==> src/rtl/ps2_mouse_rx.sv <==
// PS/2 mouse receiver: deserializes 11-bit device frames and assembles 3-byte movement packets.
// Optional odd-parity checking is compiled in when PS2_PARITY_CHK_EN is defined.
module ps2_mouse_rx #(
  parameter int SYNC_STAGES = 2,
  parameter int TIMEOUT_CYC = 50000
) (
  input  logic       clk,
  input  logic       rst,
  input  logic       ps2_clk,
  input  logic       ps2_data,
  output logic       pkt_valid,
  output logic [2:0] btn,
  output logic [8:0] dx,
  output logic [8:0] dy,
  output logic       x_ovf,
  output logic       y_ovf,
  output logic       frame_err
);

  localparam int WW = $clog2(TIMEOUT_CYC + 1);
  localparam logic [WW-1:0] WD_MAX = WW'(TIMEOUT_CYC);

  typedef enum logic [1:0] {IDLE, DATA, PARITY, STOP} state_t;

  state_t state, state_next;

  logic [SYNC_STAGES-1:0] clk_sync, data_sync;
  logic                   clk_prev;
  logic                   fall, bit_in;
  logic [2:0]             bit_cnt;
  logic [7:0]             shift;
  logic [1:0]             idx;
  logic [2:0]             btn_r;
  logic [3:0]             hi_r;
  logic [7:0]             b1_r;
  logic [WW-1:0]          wdog;
  logic                   timeout, accept, reject, par_ok;

  always_ff @(posedge clk or posedge rst) begin
    if (rst) begin
      clk_sync  <= '1;
      data_sync <= '1;
      clk_prev  <= 1'b1;
    end else begin
      clk_sync  <= {clk_sync[SYNC_STAGES-2:0], ps2_clk};
      data_sync <= {data_sync[SYNC_STAGES-2:0], ps2_data};
      clk_prev  <= clk_sync[SYNC_STAGES-1];
    end
  end

  assign fall   = clk_prev & ~clk_sync[SYNC_STAGES-1];
  assign bit_in = data_sync[SYNC_STAGES-1];

  // Watchdog only matters while something is partially received.
  assign timeout = (wdog == WD_MAX) && ((state != IDLE) || (idx != 2'd0));

`ifdef PS2_PARITY_CHK_EN
  logic par_bit;
  always_ff @(posedge clk or posedge rst) begin
    if (rst)                          par_bit <= 1'b0;
    else if (fall && state == PARITY) par_bit <= bit_in;
  end
  assign par_ok = ^{shift, par_bit};
`else
  assign par_ok = 1'b1;
`endif

  always_ff @(posedge clk or posedge rst) begin
    if (rst) state <= IDLE;
    else     state <= state_next;
  end

  always_comb begin
    state_next = state;
    accept     = 1'b0;
    reject     = 1'b0;
    if (fall) begin
      case (state)
        IDLE:    if (!bit_in) state_next = DATA;
        DATA:    if (bit_cnt == 3'd7) state_next = PARITY;
        PARITY:  state_next = STOP;
        STOP: begin
          state_next = IDLE;
          if (bit_in && par_ok) accept = 1'b1;
          else                  reject = 1'b1;
        end
        default: state_next = IDLE;
      endcase
    end else if (timeout) begin
      state_next = IDLE;
    end
  end

  always_ff @(posedge clk or posedge rst) begin
    if (rst) begin
      bit_cnt   <= '0;
      shift     <= '0;
      idx       <= '0;
      btn_r     <= '0;
      hi_r      <= '0;
      b1_r      <= '0;
      wdog      <= '0;
      pkt_valid <= 1'b0;
      frame_err <= 1'b0;
      btn       <= '0;
      dx        <= '0;
      dy        <= '0;
      x_ovf     <= 1'b0;
      y_ovf     <= 1'b0;
    end else begin
      pkt_valid <= 1'b0;
      frame_err <= 1'b0;

      if (fall)                wdog <= '0;
      else if (wdog != WD_MAX) wdog <= wdog + 1'b1;

      if (fall && state == IDLE) bit_cnt <= '0;
      if (fall && state == DATA) begin
        shift   <= {bit_in, shift[7:1]};
        bit_cnt <= bit_cnt + 3'd1;
      end

      // Status bit 3 is never checked, so only the used status bits are kept.
      if (accept) begin
        case (idx)
          2'd0: begin
            btn_r <= shift[2:0];
            hi_r  <= shift[7:4];
            idx   <= 2'd1;
          end
          2'd1: begin
            b1_r <= shift;
            idx  <= 2'd2;
          end
          2'd2: begin
            btn       <= btn_r;
            dx        <= {hi_r[0], b1_r};
            dy        <= {hi_r[1], shift};
            x_ovf     <= hi_r[2];
            y_ovf     <= hi_r[3];
            pkt_valid <= 1'b1;
            idx       <= 2'd0;
          end
          default: idx <= 2'd0;
        endcase
      end

      if (reject) begin
        frame_err <= 1'b1;
        idx       <= 2'd0;
      end

      if (timeout) idx <= 2'd0;
    end
  end

endmodule

==> config.mk <==
export PLATFORM = sky130hd
export DESIGN_NAME = ps2_mouse_rx
export DESIGN_NICKNAME = d
export VERILOG_FILES = /design/src/rtl/ps2_mouse_rx.sv
export SDC_FILE = /design/constraint.sdc
export NUM_CORES = 1
export LEC_CHECK = 0
export CORE_MARGIN = 2
export CORE_UTILIZATION = 45
export CTS_CLUSTER_DIAMETER = 40
export DETAILED_ROUTE_END_ITERATION = 10
export PLACE_DENSITY = 0.62
export SLEW_MARGIN = 30
export SYNTH_ARGS = -nofsm -noshare
export SYNTH_HDL_FRONTEND = slang
export SYNTH_SLANG_ARGS = --single-unit
==> constraint.sdc <==
create_clock -name clk -period 7.8 [get_ports clk]
set_clock_uncertainty 0.15 [all_clocks]
set_input_delay 1.56 -clock clk [delete_from_list [all_inputs] [get_ports clk]]
set_output_delay 1.56 -clock clk [all_outputs]
set_load 0.02 [all_outputs]
==> impl_summary.md, run 1 <==
Synth
After synthesis, the cell types taking the most area are dfrtp_1, mux2_2, dfstp_2. Yosys printed 0 warnings. Counting instances in the post-synthesis netlist gives the leading cell types as dfrtp_1, mux2_2, nor2_1.

The primary flip-flop cell chosen by synthesis mapping is dfrtp_1. The share of synthesized area in the top cell type comes to ~56%. The most instantiated library cell after synthesis is dfrtp_1. After synthesis the netlist holds a flip-flop and latch count of 76. Yosys mapped a number of flops with a built-in enable equal to 0. The netlist uses 41 different library cells.

The total standard cell area after synthesis is 3190 µm². A synthesized cell averages 13.7 µm². The share of flip-flops with an asynchronous set or reset is 100%. Of the synthesized area, sequential elements account for about three fifths.

After technology mapping, the gate count stands at 233. The top cell type by total area after synthesis is dfrtp_1. The synthesized netlist net count is ~250.

Route
The number of DRC violations after detailed-routing iteration 0 is 110. After detailed routing, the number of vias per cell comes to slightly above 5. In the routed design, unresolved DRC markers number 0.

In this run the remaining antenna-violating nets after routing total 0. The detailed-routing iteration count for the pre-antenna-repair pass is 4. The count of vias placed by the detailed router is 1876. The final routed wirelength across all metal layers is 5220 µm. Dividing the detail-routed wire length by the instance count gives 14.1 µm.

Clocking
The clock passes through at most 2 buffers. Clock-pin slew was measured on the worst setup and hold paths at 0.07 ns. The count of cells resized by post-cts repair is 0. The number of hold buffers added after CTS was 0. In this run the number of H-tree levels came out at 3. The root buffer cell is clkbuf_8. The total clock buffers created by CTS is 9.

The TritonCTS clock tree is built. The tree built by TritonCTS fans out to 76 sinks. The clock reaches the later pin of the worst-skew pair after 0.34 ns. The post-CTS setup repair buffer count is 0.

Die
The total I/O pin count is 29. For this configuration, the core starts out at a cell density of 46.7%. The row count is 30. The die covers 7770 µm². The core area is about 7000 µm². Measured along the x axis, the die boundary spans 88.2 µm. From bottom edge to top edge, the die measures 88.2 µm.

Cells and area
Of the cells placed in the final design, the portion with a size suffix greater than 1 is 28.1%. The number of inserted diodes is 0. The layout-stage area growth over the synthesis result is 18.6%. The number of nets in the final layout is about 280.

GRT
Entering global routing, the biggest net connects 77 pins. The global-route total usage across every layer is 15.7%. The initial antenna violation count is 0. The wire length of the first global-routing pass is 9240 µm. The final global-route overflow total is 0. The via count of the first global-routing pass was 1855.

Critical path
The worst setup path is captured at a primary output. In this run the worst path has a maximum fanout of 2. The worst setup path category is reg -> out. Counting both buffers and inverters, the worst setup path holds a total of 1. The critical path's slowest cell is clkdlybuf4s50_1. The critical path data required time is 6.09 ns. The stage delay of the slowest cell on the critical path is 0.61 ns. The arrival time reported for the critical path endpoint is 1.30 ns.

Traced cell by cell, the critical path runs through clkdlybuf4s50_1. The kind of cell adding the most delay to the critical path is buffers and inverters. The type of origin of the critical path is a register.

Timing
The hold violation total from the final report is 0. Setup repair after global routing left no endpoint under its margin. The minimum clock period after layout is 3.01 ns. Setup violations remaining at the end of the flow were counted as 0.

The worst hold slack across all endpoints is 0.208 ns. Summed over all failing endpoints, the final setup total negative slack is 0 ns. Static timing analysis puts the maximum clock frequency at 332 MHz. The final clock period utilization by the worst path is 38.7%. The total count of max-transition violations in the final report is 0. The relative slew slack is 51.0%.

The transition at the pin with the smallest max-transition slack is 0.730 ns.

Min path
The type of the most critical hold path is reg -> reg.

Run
The tool flagged a number of max-cap violations equal to 0.

Placed design
The number of buffers inserted by port buffering is 28. The placed wire-length estimate is 3320 µm. Routability-driven placement finished with a final weighted congestion of 0.735.

Power
Power spread over the standard cell area amounts to 245 nW/µm². The analysis attributes to cell leakage a power of 1.79 nW. The worst-case IR drop observed on VDD is 0.129 mV.

Status
The run finished with clean final reports.
per-layer routing:
metal,track usage [%],wire (µm),vias to the layer above
met3,6.03,199,5
met2,21.1,2260,25
met5,0,0,-
li1,-,-,895
met1,23.5,2700,951
met4,4.55,65,0
logic make-up (layout without fill, tap and decap cells):
| logic type | count (synthesis) | in the layout | share of synthesized area [%] |
|---|---|---|---|
| adder cells (fa/ha/maj) | 9 | 9 | 3.53 |
| multiplexers | 47 | 47 | 16.6 |
| buffers and inverters | 15 | 56 | 2.51 |
| flip-flops | 76 | 76 | 59.9 |
| AO/OA/AOI/OAI | 17 | 17 | 3.34 |
| XOR/XNOR | 11 | 11 | 3.02 |
| AND/OR/NAND/NOR | 58 | 58 | 11.2 |
per-stage QoR:
step                setup slack [ns]  instances  utilization [%]  instance area (µm²)  power [mW]
finish                          4.79        370             55.4                 3780       0.926
detailed placement              4.80        354             52.2                 3560       0.616
global placement                4.79        354             52.2                 3560       0.612
CTS                             4.75        370             55.3                 3780       0.944
floorplan                       4.16        233                -                 3190       0.578
global route                    4.72        370             55.4                 3780       0.983
final timing paths:
kind / start / end / cells past startpoint / slack (ns)
worst min register to register: clk_sync[0]$_DFF_PP1_ / clk_sync[1]$_DFF_PP1_ / 0 / 0.21
worst max register to register: wdog[0]$_DFFE_PP0P_ / state[0]$_DFFE_PP0P_ / 6 / 5.59
min in group asynchronous: rst / dx[3]$_DFFE_PP0P_ / 3 / 1.55
max in group asynchronous: rst / state[0]$_DFFE_PP0P_ / 3 / 5.46
worst min-delay path: clk_sync[0]$_DFF_PP1_ / clk_sync[1]$_DFF_PP1_ / 0 / 0.21
worst max-delay path: x_ovf$_DFFE_PP0P_ / x_ovf / 1 / 4.79
sequential cells by signal (all words and copies together), names as in the netlist:
register   count
shift          8
x_ovf          1
clk_prev       1
hi_r           4
clk_sync       2
idx            2
wdog          16
btn            3
bit_cnt        3
b1_r           8
y_ovf          1
dy             9
btn_r          3
state          2
frame_err      1
dx             9
pkt_valid      1
data_sync      2
final cells by class:
cell class | instances | area, µm²
sequential | 76 | 1910
timing repair buffer | 31 | 307
inverter | 9 | 33.8
clock buffer | 10 | 128
multi-input combinational | 142 | 1200
clock inverter | 6 | 86.3
fill | 583 | 3050
tap | 96 | 120
placed cells by master (no fill, tap or decap), drive strengths merged, types with 3 or more instances in the layout:
cell type / Yosys / final
nand3: 8 / 8
clkbuf: 2 / 10
nor2: 16 / 16
mux2: 46 / 46
and4: 3 / 3
dfrtp: 71 / 71
xor2: 9 / 9
nand2: 9 / 9
clkdlybuf4s50: 0 / 28
o21ai: 5 / 5
nand4: 5 / 5
ha: 9 / 9
inv: 9 / 10
dfstp: 5 / 5
buf: 4 / 3
a21oi: 5 / 5
power by group:
| part | internal (mW) | switching, mW |
|---|---|---|
| clock | 0.180 | 0.139 |
| sequential | 0.440 | 0.0451 |
| combinational | 0.0559 | 0.0660 |
(Power assumes the default switching activity.)
==> run 2: changes to the inputs <==
clock period = 2.98 ns   (was 7.8 ns; I/O delays follow)
==> run 2 against run 1 <==
  * Register-to-register slack worse by 4.7 ns
  * Critical path depth is 3 higher
  * Sequential power grew to 2.6 times the previous value
  * Largest power group unchanged
==> impl_summary.md, run 2 (same netlist as run 1, synthesis figures left out) <==
Min path
The worst hold path begins at clk_sync[0]$_DFF_PP1_. The number of stages on the worst hold path is 0. The type of the most critical hold path is reg -> reg. The destination of the worst hold path is clk_sync[1]$_DFF_PP1_.

Cells and area
In the layout the commonest cells are dfrtp_1, mux2_2, clkdlybuf4s50_1, nor2_1, clkbuf_8. The fraction of final layout cells sized beyond drive strength 1 is 28.1%. The library cell used most frequently in the layout, excluding fill and tap cells, is dfrtp_1. The fill cell total of the finished layout is about 600.

0 antenna diodes ended up in the layout. The layout-stage area growth over the synthesis result is 19.3%. wdog holds more flip-flops than any other register. The number of flip-flops under the largest register name is 16. The largest registers in the layout are wdog (16), dx (9), dy (9). At the end of the flow the core is filled with cells to 55.7%.

In the final design database the tool counted about 280 nets.

Power
Combinational logic is responsible for 13.1% of the overall power. The switching share of power is 26.9%. Cell internal power was estimated by the tool at 1.80 mW.

The power per unit of standard cell area is 646 nW/µm². Of the total power, registers draw 51.6%. Summed over all cells, the static leakage comes to between 1.5 and 2 nW. VDD sags by at most 0.354 mV. The switching power is 0.660 mW. Per report_power, the clock group accounts for 35.4% of the total.

Die
The initial utilization of the core area, before any placement, comes to between 40% and 50%. The height of the chip is 88.2 µm. The row count is 30.

The floorplan step defined a die boundary enclosing 7770 µm². The overall die width is about 88 µm. The core area is 6830 µm². For this design the top-level I/O count stands at 29.

Placed design
The number of buffers inserted by port buffering is 28. The pre-CTS worst setup slack is just under 0.9 ns. After legalization and detailed placement, the total HPWL measured 3430 µm. The routability congestion estimate from global placement is between 0.7 and 0.8.

Clocking
Buffers added to address setup during post-CTS repair amount to 0. Once the clock tree was built, the resizer swapped 0 gates to a different size. The number of buffers added to fix hold violations after cts is 0. TritonCTS built the clock tree. Counting along the longest clock path gives a buffer depth of 2. The tree is rooted in a clkbuf_8. The clock insertion delay at the later pin of the skew report is 0.35 ns. Clock-pin slew was measured on the worst setup and hold paths at 0.07 ns.

For this design, the sink count on the clock tree is 76. In this run the number of H-tree levels came out at 3. Buffers inserted during clock tree synthesis total 9.

GRT
The met2 track demand over resource in global routing is 21.6%. The routing layer with the top usage in global route is met1. The wire length of the first global-routing pass is 9030 µm. Global routing used between 10% and 20% of the available tracks across all layers. Global routing consumed, on the met1 layer, 22.5% of the routing resources. The final global-route overflow total is 0.

The initial antenna violation count is 0. The via count of the first global-routing pass is 1788. Global routing used 5.66% of the available met3 tracks.

The largest net degree at the start of global routing is slightly below 80.

Critical path
The critical path data required time is 3.06 ns. The signal on the critical path passes through ha_1, nand3b_1, nor4_4, mux2_2. The buffer and inverter count on the worst path is 0. The endpoint identified for the worst register-to-register timing path is b1_r[1]$_DFFE_PP0P_. Counting cells, the worst reg-to-reg path comes to 4. Along the worst path, the maximum fanout reaches 9. The type of origin of the critical path is a register. The worst setup path category is reg -> reg.

The worst register-to-register path begins at state[1]$_DFFE_PP0P_. The worst setup path is captured at a register. The minimum setup slack among reg-to-reg paths is around 0.90 ns. The critical path's slowest cell is nor4_4. The arrival time reported for the critical path endpoint is 2.17 ns.

The kind of cell adding the most delay to the critical path is simple AND/OR/NAND/NOR gates. The stage delay of the slowest cell on the critical path is roughly 0.58 ns.

Timing
The relative slew slack is 54.8%. Setup violations remaining at the end of the flow were counted as 0. The maximum clock frequency is 480 MHz. After layout, the worst setup slack is 0.895 ns. At the pin with the least slew margin, the transition time is between 0.6 and 0.7 ns. The setup TNS is 0 ns. The minimum clock period after layout is 2.08 ns. Setup repair after global routing left no endpoint under its margin. The worst path uses 70.0% of the clock period. The hold violation total from the final report is 0. The total count of max-transition violations in the final report was 0.

Route
Dividing the detail-routed wire length by the instance count gives 14.4 µm. The first detailed-routing pass ran for 4 iterations. The number of DRC violations after detailed-routing iteration 0 is 83. In this run the remaining antenna-violating nets after routing total 0. The routed design has 5350 µm of wire. The count of vias placed by the detailed router is 1840. Using the TritonRoute via totals, the vias-per-cell ratio works out to 4.97.

For this run, design rule violations remaining after detail routing come to 0.

Status
The run finished with clean final reports.

Run
The max-cap violation count is 0.
[run 2: through the flow]
stage               std cells  power, mW  area [µm²]  hold WS [ns]
floorplan                 233       1.51        3190         0.195
global placement          354       1.61        3580         0.196
detailed placement        354       1.61        3580         0.199
CTS                       370       2.50        3800         0.210
global route              370       2.61        3800         0.212
finish                    370       2.46        3800         0.209
[run 2: how the worst max path moves through the flow]
stage / slack (ns) / cells past startpoint / endpoint / start
2_1_floorplan: 0.30 / 1 / b1_r[0]$_DFFE_PP0P_ / rst
3_3_place_gp: 0.89 / 4 / b1_r[3]$_DFFE_PP0P_ / state[0]$_DFFE_PP0P_
3_5_place_dp: 0.88 / 4 / b1_r[4]$_DFFE_PP0P_ / state[1]$_DFFE_PP0P_
4_1_cts: 0.86 / 4 / b1_r[1]$_DFFE_PP0P_ / state[1]$_DFFE_PP0P_
5_1_grt: 0.72 / 6 / state[1]$_DFFE_PP0P_ / wdog[0]$_DFFE_PP0P_
6_report: 0.90 / 4 / b1_r[1]$_DFFE_PP0P_ / state[1]$_DFFE_PP0P_
[run 2: layout make-up]
cell class	instances	area, µm²	share of cell area (%)
Clock buffer	11	141	3.72
Clock inverter	5	85.1	2.24
Inverter	9	33.8	0.888
Multi-Input combinational cell	142	1200	31.5
Sequential cell	76	1910	50.2
Tap cell	96	120	3.16
Timing Repair Buffer	31	315	8.29
[run 2: power by group through the flow]
stage          Clock, mW  Sequential [mW]  Combinational [mW]
4_1_cts            0.903             1.27               0.328
3_5_place_dp           0             1.29               0.327
2_1_floorplan          0             1.25               0.257
3_3_place_gp           0             1.29               0.319
5_1_grt            0.951             1.29               0.370
6_report           0.869             1.27               0.321
[run 2: metal layers]
layer | up-vias | share of wire [%]
met1 | 903 | 51
met2 | 34 | 44
met3 | 4 | 3.8
met5 | - | 0
li1 | 899 | -
met4 | 0 | 1.0
==> run 3: changes to the inputs <==
PLACE_DENSITY = 0.64   (was 0.62)
clock period = 1.85 ns   (was 2.98 ns; I/O delays follow)
==> run 3 against run 2 <==
  * Final cell count increased by 7.6%
  * Global-route usage increased by 0.36 points
  * Sequential power increased by 60%
  * First-iteration DRC count decreased by 11%
  * Critical path depth increased by 3
  * Non-clock buffer count increased by 29
  * Critical endpoint is now y_ovf$_DFFE_PP0P_
  * Worst hold slack got worse by 0.0015 ns
  * The flow now finishes with violations (negative setup slack)
==> impl_summary.md, run 3 (same netlist as run 1, synthesis figures left out) <==
Status
The run finished, with violations left. The checks that failed: negative setup slack.

Timing
Setup slack on the critical path of the routed design comes to -0.0751 ns. In this run the tightest slew margin relative to its limit is 68.2%. Derived from the worst setup path, the maximum achievable clock frequency is 519 MHz. Setup repair after global routing could not meet its margin everywhere. The total count of max-transition violations in the final report came to 0.

The total of endpoints with negative setup slack in the final report is 23. The hold violation total from the final report is 0. The setup TNS is -1.27 ns. The worst path in the final design needs a cycle of 1.93 ns, including I/O delays and setup. For the pin with the worst max-slew slack, the measured transition is 0.471 ns. The final clock period utilization by the worst path is 104%.

Placed design
Buffers placed on the I/O ports in this run total 28. The pre-CTS worst setup slack is -0.0352 ns. The total placed instance area is 3750 µm². Summed over all nets, the half-perimeter wirelength after detailed placement is roughly 3600 µm. The routability congestion estimate from global placement is roughly 0.78.

Clocking
The clock insertion delay at the later pin of the skew report is around 0.35 ns. The total clock buffers created by CTS is 9. Clock tree synthesis selected as its root buffer the cell clkbuf_8. After clock tree synthesis, the clock-pin slew on the worst setup and hold paths is 0.08 ns. The number of buffers added to fix hold violations after cts is 0. The clock drives 76 sinks. TritonCTS built the clock tree. The H-tree depth is 3. The maximum clock path buffer count is 2.

GRT
The global-route total usage across every layer is between 10% and 20%. After global routing the overflow that remains totals 0. The initial antenna violation count is 0.

The via count of the first global-routing pass was between 2k and 2.5k. Entering global routing, the biggest net connects 77 pins. The wire length of the first global-routing pass is about 9400 µm.

Power
The peak supply drop is 0.523 mV. The power per unit of standard cell area is 957 nW/µm². The final total power is 3.97 mW. The leakage dissipation is 2.29 nW.

Cells and area
Across the whole layout, storage elements account for about 1900 µm². The footprint of the multi-input gates is 1280 µm². In the final layout, the registers with the most flip-flops are wdog (16), dx (9), dy (9).

After routing the design area is 4140 µm². The number of flip-flops under the largest register name is 16. The register bank with the most flops is wdog. The fraction of final layout cells sized beyond drive strength 1 is 36.8%. The layout-stage area growth over the synthesis result is 29.9%.

The number of nets in the final layout is between 300 and 400. The commonest non-fill, non-tap cell in the layout is dfrtp_1. The number of inserted diodes is 0. After filler insertion, the fill cell instance count of the layout stands at approximately 560.

The library cells used most frequently in the layout, excluding fill and tap cells, are dfrtp_1, mux2_2, buf_4, dlymetal6s2s_1, nor2_1.

Critical path
The slowest stage of the critical path belongs to the cell dfrtp_1. The most used cell along the critical path is buf_4. The number of buffers and inverters on the critical path is 3. The kind of capture point of the worst setup path is a register. The cell depth of the worst flop-to-flop path is 7. The cell family contributing the most delay on the critical path is buffers and inverters.

At the worst endpoint, the required time is roughly 1.9 ns. The endpoint of the worst-slack reg-to-reg timing path is y_ovf$_DFFE_PP0P_. The capturing instance or port of the critical path is y_ovf$_DFFE_PP0P_. The maximum net fanout on the critical path is 12. The launch point of the critical path is state[0]$_DFFE_PP0P_. The worst setup path category is reg -> reg. The type of origin of the critical path is a register. Traced cell by cell, the critical path runs through ha_2, nand3b_1, buf_4, nor4_4, buf_4, buf_12, mux2_2. The minimum setup slack among reg-to-reg paths is -0.08 ns. For the worst setup path, the data arrival time is 2.01 ns. The worst reg2reg path startpoint is state[0]$_DFFE_PP0P_. The number of stages on the worst setup path is 7.

In this design, the stage delay of the slowest critical-path cell is 0.35 ns.

Run
The max-cap violation count is 0.

Route
The detail-routed net length per standard cell is 14.8 µm. The first TritonRoute pass finished after 4 iterations. The detail route stage leaves a number of antenna-violating nets equal to 0.

The final routed wirelength across all metal layers is 5870 µm. The final routed DRC violation total is 0. The count of vias placed by the detailed router is ~2k.

The number of DRC violations after detailed-routing iteration 0 is 74. The average via count per standard cell is 5.07.

Die
The floorplan step defined a die boundary enclosing between 7000 and 8000 µm². Measured along the x axis, the die boundary spans 88.2 µm. The starting density of the core is ~47%. The total I/O pin count is 29. From bottom edge to top edge, the die measures between 80 and 90 µm.

The region available for standard cell placement spans a little under 7000 µm². The floorplan has 30 rows.

Min path
The worst hold path belongs to the class reg -> reg.
==> run 3: through the flow <==
stage	std cells	util [%]	hold slack (ns)
2_1_floorplan	233	-	0.195
3_3_place_gp	375	54.9	0.200
3_5_place_dp	375	54.9	0.197
4_1_cts	391	57.9	0.208
5_1_grt	398	60.6	0.217
6_report	398	60.6	0.207
==> run 3: timing repair <==
action                                  in CTS  in global routing
endpoints found under the setup margin      31                 57
setup buffers                                1                  6
pin swaps                                    1                  1
gates cloned                                 0                  1
gates resized for setup                      8                 38
==> run 3: cell type report <==
class / instances / area share (%)
Multi-Input combinational cell: 142 / 30.9
Timing Repair Buffer: 60 / 14.6
Clock inverter: 6 / 1.60
Sequential cell: 76 / 46.1
Clock buffer: 9 / 2.99
Inverter: 9 / 0.906
Tap cell: 96 / 2.90
==> run 3: per-layer routing <==
metal / vias to the layer above / share of wire (%) / GRT usage, % / wire (µm)
li1: 955 / - / - / -
met1: 1031 / 47 / 20.7 / 2780
met2: 23 / 49 / 25.4 / 2890
met3: 7 / 2.0 / 3.39 / 119
met4: 0 / 1.3 / 8.68 / 79
met5: - / 0 / 0 / 0
==> run 3: how the worst min path moves through the flow <==
stage | from | to | depth (start not counted) | slack (ns)
2_1_floorplan | clk_sync[0]$_DFF_PP1_ | clk_sync[1]$_DFF_PP1_ | 0 | 0.20
3_3_place_gp | clk_sync[0]$_DFF_PP1_ | clk_sync[1]$_DFF_PP1_ | 0 | 0.20
3_5_place_dp | clk_sync[0]$_DFF_PP1_ | clk_sync[1]$_DFF_PP1_ | 0 | 0.20
4_1_cts | clk_sync[0]$_DFF_PP1_ | clk_sync[1]$_DFF_PP1_ | 0 | 0.21
5_1_grt | clk_sync[0]$_DFF_PP1_ | clk_sync[1]$_DFF_PP1_ | 0 | 0.22
6_report | clk_sync[0]$_DFF_PP1_ | clk_sync[1]$_DFF_PP1_ | 0 | 0.21
==> run 3: where the power goes <==
| group | switching, mW | internal (mW) |
|---|---|---|
| clock | 0.607 | 0.614 |
| combinational | 0.342 | 0.372 |
| sequential | 0.177 | 1.85 |
| total | 1.13 | 2.84 |
